==> src/rtl/if_fetch.sv <==
`default_nettype none
// ============================================================================
// Module      : if_fetch
// Description : Instruction fetch stage. Issues imem reads at the PC, tracks
//               in-flight requests, buffers {pc, inst} toward decode and
//               discards wrong-path responses after a branch flush.
// Revision    : 1.0 - initial release
// ============================================================================
module if_fetch #(
    parameter int ADDR_WIDTH = 32,
    parameter int INST_WIDTH = 32,
    parameter int DEPTH      = 2
) (
    input  logic                  clk,
    input  logic                  rst,
    input  logic [ADDR_WIDTH-1:0] pc_in,
    input  logic                  flush,
    output logic                  hold_o,
    output logic                  imem_req_valid,
    input  logic                  imem_req_ready,
    output logic [ADDR_WIDTH-1:0] imem_req_addr,
    input  logic                  imem_resp_valid,
    input  logic [INST_WIDTH-1:0] imem_resp_data,
    output logic                  id_valid,
    input  logic                  id_ready,
    output logic [INST_WIDTH-1:0] id_inst,
    output logic [ADDR_WIDTH-1:0] id_pc
);

    localparam int c_PTR_W = (DEPTH > 1) ? $clog2(DEPTH) : 1;
    localparam int c_CNT_W = $clog2(DEPTH + 1);
    localparam int c_SUM_W = c_CNT_W + 2;
    localparam logic [c_SUM_W-1:0] c_DEPTH = c_SUM_W'(DEPTH);

    logic [ADDR_WIDTH-1:0] r_pcq_mem [DEPTH];
    logic [c_PTR_W-1:0]    r_pcq_wr;
    logic [c_PTR_W-1:0]    r_pcq_rd;

    logic [ADDR_WIDTH-1:0] r_ob_pc   [DEPTH];
    logic [INST_WIDTH-1:0] r_ob_inst [DEPTH];
    logic [c_PTR_W-1:0]    r_ob_wr;
    logic [c_PTR_W-1:0]    r_ob_rd;

    logic [c_CNT_W-1:0]    r_out_cnt;
    logic [c_CNT_W-1:0]    r_drop_cnt;
    logic [c_CNT_W-1:0]    r_ob_cnt;

    logic                  w_id_fire;
    logic                  w_req_fire;
    logic                  w_resp_keep;
    logic                  w_resp_drop;
    logic [c_SUM_W-1:0]    w_used;
    logic [c_SUM_W-1:0]    w_owed;
    logic [c_SUM_W-1:0]    w_flush_drop;

    assign id_valid      = (r_ob_cnt != '0);
    assign id_pc         = r_ob_pc[r_ob_rd];
    assign id_inst       = r_ob_inst[r_ob_rd];
    assign imem_req_addr = pc_in;

    assign w_id_fire = id_valid & id_ready;

    // A slot released by decode this cycle can be reissued in the same cycle.
    assign w_used = c_SUM_W'(r_out_cnt) + c_SUM_W'(r_drop_cnt)
                  + c_SUM_W'(r_ob_cnt) - c_SUM_W'(w_id_fire);

    assign imem_req_valid = !rst & !flush & (w_used < c_DEPTH);
    assign w_req_fire     = imem_req_valid & imem_req_ready;
    assign hold_o         = rst | !(w_req_fire | flush);

    // Responses with nothing owed (e.g. right after reset) are ignored.
    assign w_resp_drop = imem_resp_valid & (r_drop_cnt != '0);
    assign w_resp_keep = imem_resp_valid & (r_drop_cnt == '0) & (r_out_cnt != '0);

    assign w_owed       = c_SUM_W'(r_drop_cnt) + c_SUM_W'(r_out_cnt);
    assign w_flush_drop = w_owed - c_SUM_W'(imem_resp_valid & (w_owed != '0));

    always_ff @(posedge clk) begin
        if (rst) begin
            r_pcq_wr   <= '0;
            r_pcq_rd   <= '0;
            r_ob_wr    <= '0;
            r_ob_rd    <= '0;
            r_out_cnt  <= '0;
            r_drop_cnt <= '0;
            r_ob_cnt   <= '0;
        end else if (flush) begin
            r_pcq_wr   <= '0;
            r_pcq_rd   <= '0;
            r_ob_wr    <= '0;
            r_ob_rd    <= '0;
            r_out_cnt  <= '0;
            r_ob_cnt   <= '0;
            r_drop_cnt <= c_CNT_W'(w_flush_drop);
        end else begin
            if (w_req_fire) begin
                r_pcq_wr <= r_pcq_wr + c_PTR_W'(1);
            end
            if (w_resp_keep) begin
                r_pcq_rd <= r_pcq_rd + c_PTR_W'(1);
                r_ob_wr  <= r_ob_wr + c_PTR_W'(1);
            end
            if (w_id_fire) begin
                r_ob_rd <= r_ob_rd + c_PTR_W'(1);
            end
            r_out_cnt  <= r_out_cnt + c_CNT_W'(w_req_fire) - c_CNT_W'(w_resp_keep);
            r_drop_cnt <= r_drop_cnt - c_CNT_W'(w_resp_drop);
            r_ob_cnt   <= r_ob_cnt + c_CNT_W'(w_resp_keep) - c_CNT_W'(w_id_fire);
        end
    end

    always_ff @(posedge clk) begin
        if (rst) begin
            for (int i = 0; i < DEPTH; i++) begin
                r_pcq_mem[i] <= '0;
                r_ob_pc[i]   <= '0;
                r_ob_inst[i] <= '0;
            end
        end else if (!flush) begin
            if (w_req_fire) begin
                r_pcq_mem[r_pcq_wr] <= pc_in;
            end
            if (w_resp_keep) begin
                r_ob_pc[r_ob_wr]   <= r_pcq_mem[r_pcq_rd];
                r_ob_inst[r_ob_wr] <= imem_resp_data;
            end
        end
    end

endmodule
`default_nettype wire

==> config.mk <==
export PLATFORM = sky130hd
export DESIGN_NAME = if_fetch
export DESIGN_NICKNAME = d
export VERILOG_FILES = /design/src/rtl/if_fetch.sv
export SDC_FILE = /design/constraint.sdc
export NUM_CORES = 1
export LEC_CHECK = 0
export ABC_AREA = 1
export CORE_ASPECT_RATIO = 1.5
export CORE_MARGIN = 2
export CORE_UTILIZATION = 45
export CTS_CLUSTER_DIAMETER = 50
export DETAILED_ROUTE_END_ITERATION = 12
export GPL_ROUTABILITY_DRIVEN = 1
export PLACE_DENSITY = 0.74
export SETUP_SLACK_MARGIN = 0.05
export SLEW_MARGIN = 10
export SYNTH_ARGS = -nofsm -noshare
export SYNTH_HDL_FRONTEND = slang
export SYNTH_SLANG_ARGS = --single-unit
==> constraint.sdc <==
create_clock -name clk -period 5.5 [get_ports clk]
set_clock_uncertainty 0.1 [all_clocks]
set_input_delay 1.375 -clock clk [delete_from_list [all_inputs] [get_ports clk]]
set_output_delay 1.375 -clock clk [all_outputs]
set_load 0.005 [all_outputs]
* After elaboration in Yosys (flattened, before gate mapping)
Memory sizes are Yosys's and may differ from the RTL's. A register that Yosys moved wholly into a read port is not among the register bits.
Cells that the tools add are included.
** Cells by class
- Add/sub/neg operators :: 13
- Order comparisons :: 1
- Mux-type cells :: 26
- Bitwise operators :: 10
- Reductions and logical operators :: 12
** Operators by type and width (number)
- 2-to-1 mux 32 bit :: 3
- OR reduction 32 bit :: 3
- 2-to-1 mux 1 bit :: 22
- bitwise AND 1 bit :: 8
- subtractor 2 x 1 -> 2 bit :: 4
- nonzero test 2 bit :: 3
- adder 1 bit, second input constant :: 4
- adder 2 x 1 -> 2 bit :: 2
- adder 3 x 2 -> 4 bit :: 1
- < comparator 4 x 2 -> 1 bit, second input constant :: 1
- nonzero test 4 bit :: 1
- subtractor 4 x 1 -> 4 bit :: 1
- adder 2 x 2 -> 3 bit :: 1
- logical NOT 1 bit :: 3
- logical NOT 2 bit :: 1
- 2-to-1 mux 2 bit :: 1
- bitwise OR 1 bit :: 2
- OR reduction 2 bit :: 1
** Word-level totals
- Register bits after elaboration :: 10
- Memory bits (writable) :: 192
- Input bits :: 70
- Output and inout port bits :: 99
- Word-level logic and storage cells :: 72
- Memories kept :: 3
** Memory list
- r_ob_inst :: words 2, width 32, read ports 1, clocked after memory_dff 1, write ports 2, RTL line 40 : logic [INST_WIDTH-1:0] r_ob_inst [DEPTH];
- r_ob_pc :: words 2, width 32, read ports 1, clocked after memory_dff 1, write ports 2, RTL line 39 : logic [ADDR_WIDTH-1:0] r_ob_pc [DEPTH];
- r_pcq_mem :: words 2, width 32, read ports 1, clocked after memory_dff 1, write ports 2, RTL line 35 : logic [ADDR_WIDTH-1:0] r_pcq_mem [DEPTH];

* Logic depth before layout (Yosys ltp)
- Depth after elaboration :: 12
- Gate-level depth with buffers :: 20
- Depth with buffers taken out :: 20

* Worst setup path before layout
OpenSTA, ideal clock, no wires.
- Path kind :: input to output
- Start :: input port id_ready
- End :: output port hold_o
- Data arrival time :: 2.966 ns
- Required time :: 4.025 ns
- Setup slack :: 1.059 ns
- Stages :: 11
- Path buffers :: 0
- Cells stage by stage :: nand2_1 inv_1 ha_1 nor2_1 inv_1 fa_1 nand2_2 nor2_4 nand3_2 nor2_4 o21ai_0
** On the way
- Longest elaborated chain between the ends :: 8
** RTL lines
- start: declaration :: RTL line 25 : input logic id_ready,
- bitwise AND 1 bit :: RTL line 61 : assign w_id_fire = id_valid & id_ready;
- net w_id_fire :: RTL line 48 : logic w_id_fire;
- subtractor 4 x 1 -> 4 bit :: RTL line 65 : + c_SUM_W'(r_ob_cnt) - c_SUM_W'(w_id_fire);
- < comparator 4 x 2 -> 1 bit :: RTL line 67 : assign imem_req_valid = !rst & !flush & (w_used < c_DEPTH);
- bitwise AND 1 bit :: RTL line 67
- bitwise AND 1 bit :: RTL line 68 : assign w_req_fire = imem_req_valid & imem_req_ready;
- bitwise OR 1 bit :: RTL line 69 : assign hold_o = rst | !(w_req_fire | flush);
- logical NOT 1 bit :: RTL line 69
- bitwise OR 1 bit :: RTL line 69
- end: declaration :: RTL line 18 : output logic hold_o,
The timed path passes the listed nets, and every way through them passes these cells.

* Worst setup path in the final report
- Start :: input port id_ready
- End :: output port imem_req_valid
** On the way
- Longest elaborated chain between the ends :: 4
** RTL lines
- bitwise AND 1 bit :: RTL line 61
- net w_id_fire :: RTL line 48
- subtractor 4 x 1 -> 4 bit :: RTL line 65
- < comparator 4 x 2 -> 1 bit :: RTL line 67
- bitwise AND 1 bit :: RTL line 67
- end: declaration :: RTL line 19 : output logic imem_req_valid,
The timed path passes the listed nets, and every way through them passes these cells.

==> flow_summary.json <==
{
  "total_power_w": 0.00351,
  "switching_share_pct": 19.9,
  "antenna_found_initial": 0,
  "worst-r2r-setup-slack_ns": 1.60,
  "synth-seq-cells": 204,
  "fin_crit_sh_pct": 95.1,
  "setup_violations": 0,
  "die_x_um": 120,
  "cp-startpoint": "id_ready",
  "clockBufferDepth": 3,
  "coreArea_mm2": 0.0198,
  "dieArea_mm2": 0.0214,
  "wl_per_cell_um": 15.5,
  "relSlewSlack_pct": 32.2,
  "clock_latency_ns": 0.49,
  "synthesis.area_mm2": 0.00908,
  "routed_wl_mm": 17.5,
  "std_cell_rows": 63,
  "fmax_ghz": 0.191,
  "drt_iter0_drc": 210,
  "portBuffers": 168,
  "clock-sinks": 204,
  "cp_max_fo": 2,
  "placed_area_mm2": 0.0107,
  "drv_slew": 0,
  "grt.overflow.total": 0,
  "synth-async-reset-ratio_pct": 0,
  "area_delta_synth_final_pct": 26.3,
  "drive_gt1_share_pct": 14.4,
  "yosys.area.top_type": "edfxtp_1",
  "min_period_ns": 5.23,
  "clkTransAtPathRegs_ns": 0.06,
  "fill_cells": 1620,
  "design_area_mm2": 0.0115,
  "yosysMostFrequentCell": "nor2_1",
  "worstRegToRegCells": 13,
  "worstReg2RegEnd": "r_pcq_mem[0][19]$_SDFFCE_PN0P_",
  "post_cts_buffers": 0,
  "cp.arrival_ns": 3.75,
  "drv_cap": 0,
  "cp.required_ns": 4.03,
  "hpwl_mm": 10.8,
  "ys_types": 25,
  "cp-end-kind": "primary output",
  "htree_levels": 1,
  "ant_nets": 0,
  "sequentialPowerShare_pct": 50.6,
  "holdCritPathClass": "flip-flop to flip-flop",
  "cts_tree": "built",
  "hold_viol": 0,
  "holdWs_ns": 0.344,
  "worstMarginPinSlew_ns": 1.02,
  "die_h_um": 178,
  "grt_pass1_wl_mm": 27.8,
  "r2r-start": "r_drop_cnt[0]$_SDFF_PP0_",
  "num-nets-final": 941,
  "rsz0062_at_grt": "no",
  "synth-edff-count": 192,
  "syn_area_per_cell_um2": 12.6,
  "dp_cells": 1096,
  "yosys_warnings": 0,
  "peakVddDrop_v": 0.000175,
  "num_antenna_cells": 0,
  "dr.pass1.iters": 6,
  "p_per_area_mw_per_mm2": 306,
  "drcViolationCount": 0,
  "pin_count": 169,
  "synthTopCellsByArea": "edfxtp_1 63%, nor2_1 8.2%, mux2_2 7.9%",
  "p_int_w": 0.00281,
  "synth_cells": 723,
  "synth_top_area_share_pct": 63.5,
  "worstSetupPathType": "input port to primary output",
  "layout.cells.non_filler": 1132,
  "setup_tns_ns": 0,
  "clockPowerShare_pct": 41.7,
  "status": "finished clean",
  "combPwrFrac_pct": 7.7,
  "power.switching_w": 0.000698,
  "synth_seq_area_share_pct": 66.1,
  "via_per_inst": 4.75,
  "start_util_pct": 45.9,
  "synth_common_cells": "199 x nor2_1, 192 x edfxtp_1, 92 x inv_1, 64 x mux2_2",
  "endpoint": "imem_req_valid",
  "syn-num-nets": 806,
  "cts_made_buffers": 20,
  "grt_usage_pct": 16.6,
  "gp_congestion": 0.777,
  "grt_max_degree": 66,
  "grt_pass1_vias": 5611,
  "leakagePower_nw": 4.52,
  "start_kind": "input port",
  "vias": 5375,
  "cts_root_buf": "clkbuf_16",
  "synth-main-ff-cell": "edfxtp_1"
}
[what timing repair did]
item | CTS | global route
setup endpoints to repair | 0 | 1
hold buffers | 0 | 0
gates resized for setup | 0 | 4
hold endpoints to repair | 0 | 0
[stage by stage]
step | util, % | worst slack, ns
5_1_grt | 57.9 | 0.156
3_3_place_gp | 54.3 | 0.151
3_5_place_dp | 54.3 | 0.141
2_1_floorplan | - | 1.06
4_1_cts | 57.9 | 0.119
6_report | 57.9 | 0.271
[kinds of logic after synthesis]
group / synth area share [%]
AOI/OAI and AO/OA: 0.551
xor gates and xnor gates: 0.579
adders and majority gates: 1.96
buffers and inverters: 8.64
DFF: 66.1
muxes: 11.5
and+or+nand+nor: 10.7
[how the worst min path moves through the flow]
stage                      endpoint  cells after the start                  from  slack [ns]
2_1_floorplan             flip-flop                      1  r_ob_rd$_SDFFE_PP0P_        0.33
3_3_place_gp              flip-flop                      1  r_ob_rd$_SDFFE_PP0P_        0.33
3_5_place_dp              flip-flop                      1  r_ob_rd$_SDFFE_PP0P_        0.34
4_1_cts        r_ob_rd$_SDFFE_PP0P_                      1  r_ob_rd$_SDFFE_PP0P_        0.35
5_1_grt        r_ob_rd$_SDFFE_PP0P_                      1  r_ob_rd$_SDFFE_PP0P_        0.37
6_report                  flip-flop                      1  r_ob_rd$_SDFFE_PP0P_        0.34
[critical path: stages]
cell             delay (ns)
clkdlybuf4s50_1        0.46
nand2_1                0.05
inv_1                  0.07
ha_1                   0.23
nor2_2                 0.13
inv_1                  0.06
fa_1                   0.49
nand2_2                0.07
nor2_4                 0.14
nand3_2                0.11
inv_1                  0.07
clkdlybuf4s50_1        0.49
[flip-flops by register name (all words and copies together) (netlist names), named ones only]
name,flops
r_ob_inst,64
r_ob_pc,64
r_pcq_mem,64
r_drop_cnt,2
r_ob_cnt,2
r_out_cnt,2
r_ob_rd,1
r_ob_wr,1
r_pcq_rd,1
r_pcq_wr,1
[routing by layer]
layer	wire [um]	global-route usage, %
met1	6570	18.1
met2	9700	32.1
met3	710	1.92
met4	541	6.81
met5	0	0
[power by group through the flow]
stage,logic [W],clock network (W),registers [W]
floorplan,0.000139,0,0.00180
global placement,0.000267,0,0.00180
detailed placement,0.000271,0,0.00181
CTS,0.000273,0.00149,0.00177
global route,0.000298,0.00154,0.00178
finish,0.000270,0.00146,0.00177
[placed cells by master (no fill, tap or decap)]
cell | netlist | final
fa_1 | 2 | 2
xnor2_2 | 0 | 1
nor2_2 | 5 | 6
clkdlybuf4s50_1 | 0 | 167
nor2_4 | 3 | 3
dfxtp_2 | 0 | 1
clkbuf_8 | 0 | 2
nor2_1 | 199 | 198
nand4_2 | 1 | 1
dfxtp_4 | 0 | 1
nand2_1 | 21 | 18
nand3_2 | 1 | 2
dfxtp_1 | 12 | 10
o21ai_1 | 0 | 1
nand3_1 | 5 | 4
xnor2_1 | 5 | 4
buf_4 | 32 | 8
edfxtp_1 | 192 | 192
xor2_1 | 1 | 1
nand2_4 | 1 | 3
o21ai_0 | 3 | 2
or2_2 | 2 | 2
ha_1 | 11 | 11
nand2_2 | 1 | 2
clkinv_2 | 0 | 4
bufinv_16 | 0 | 4
clkinvlp_4 | 0 | 1
a21oi_1 | 7 | 7
mux2i_1 | 32 | 32
clkbuf_1 | 5 | 2
mux2_2 | 64 | 64
inv_1 | 92 | 92
dlymetal6s2s_1 | 0 | 1
clkinv_1 | 0 | 2
clkbuf_16 | 0 | 21
[area by class of cell]
type	count	area [um2]	share of cell area [%]
repair buffers	176	1740	15.2
flip-flops and latches	204	6010	52.4
clock inverters	11	155	1.35
clock buffers	25	561	4.89
inverters	92	345	3.01
well taps	260	325	2.84
multi-input cells	364	2320	20.3
No activity file was read; power rests on OpenSTA's default activity.
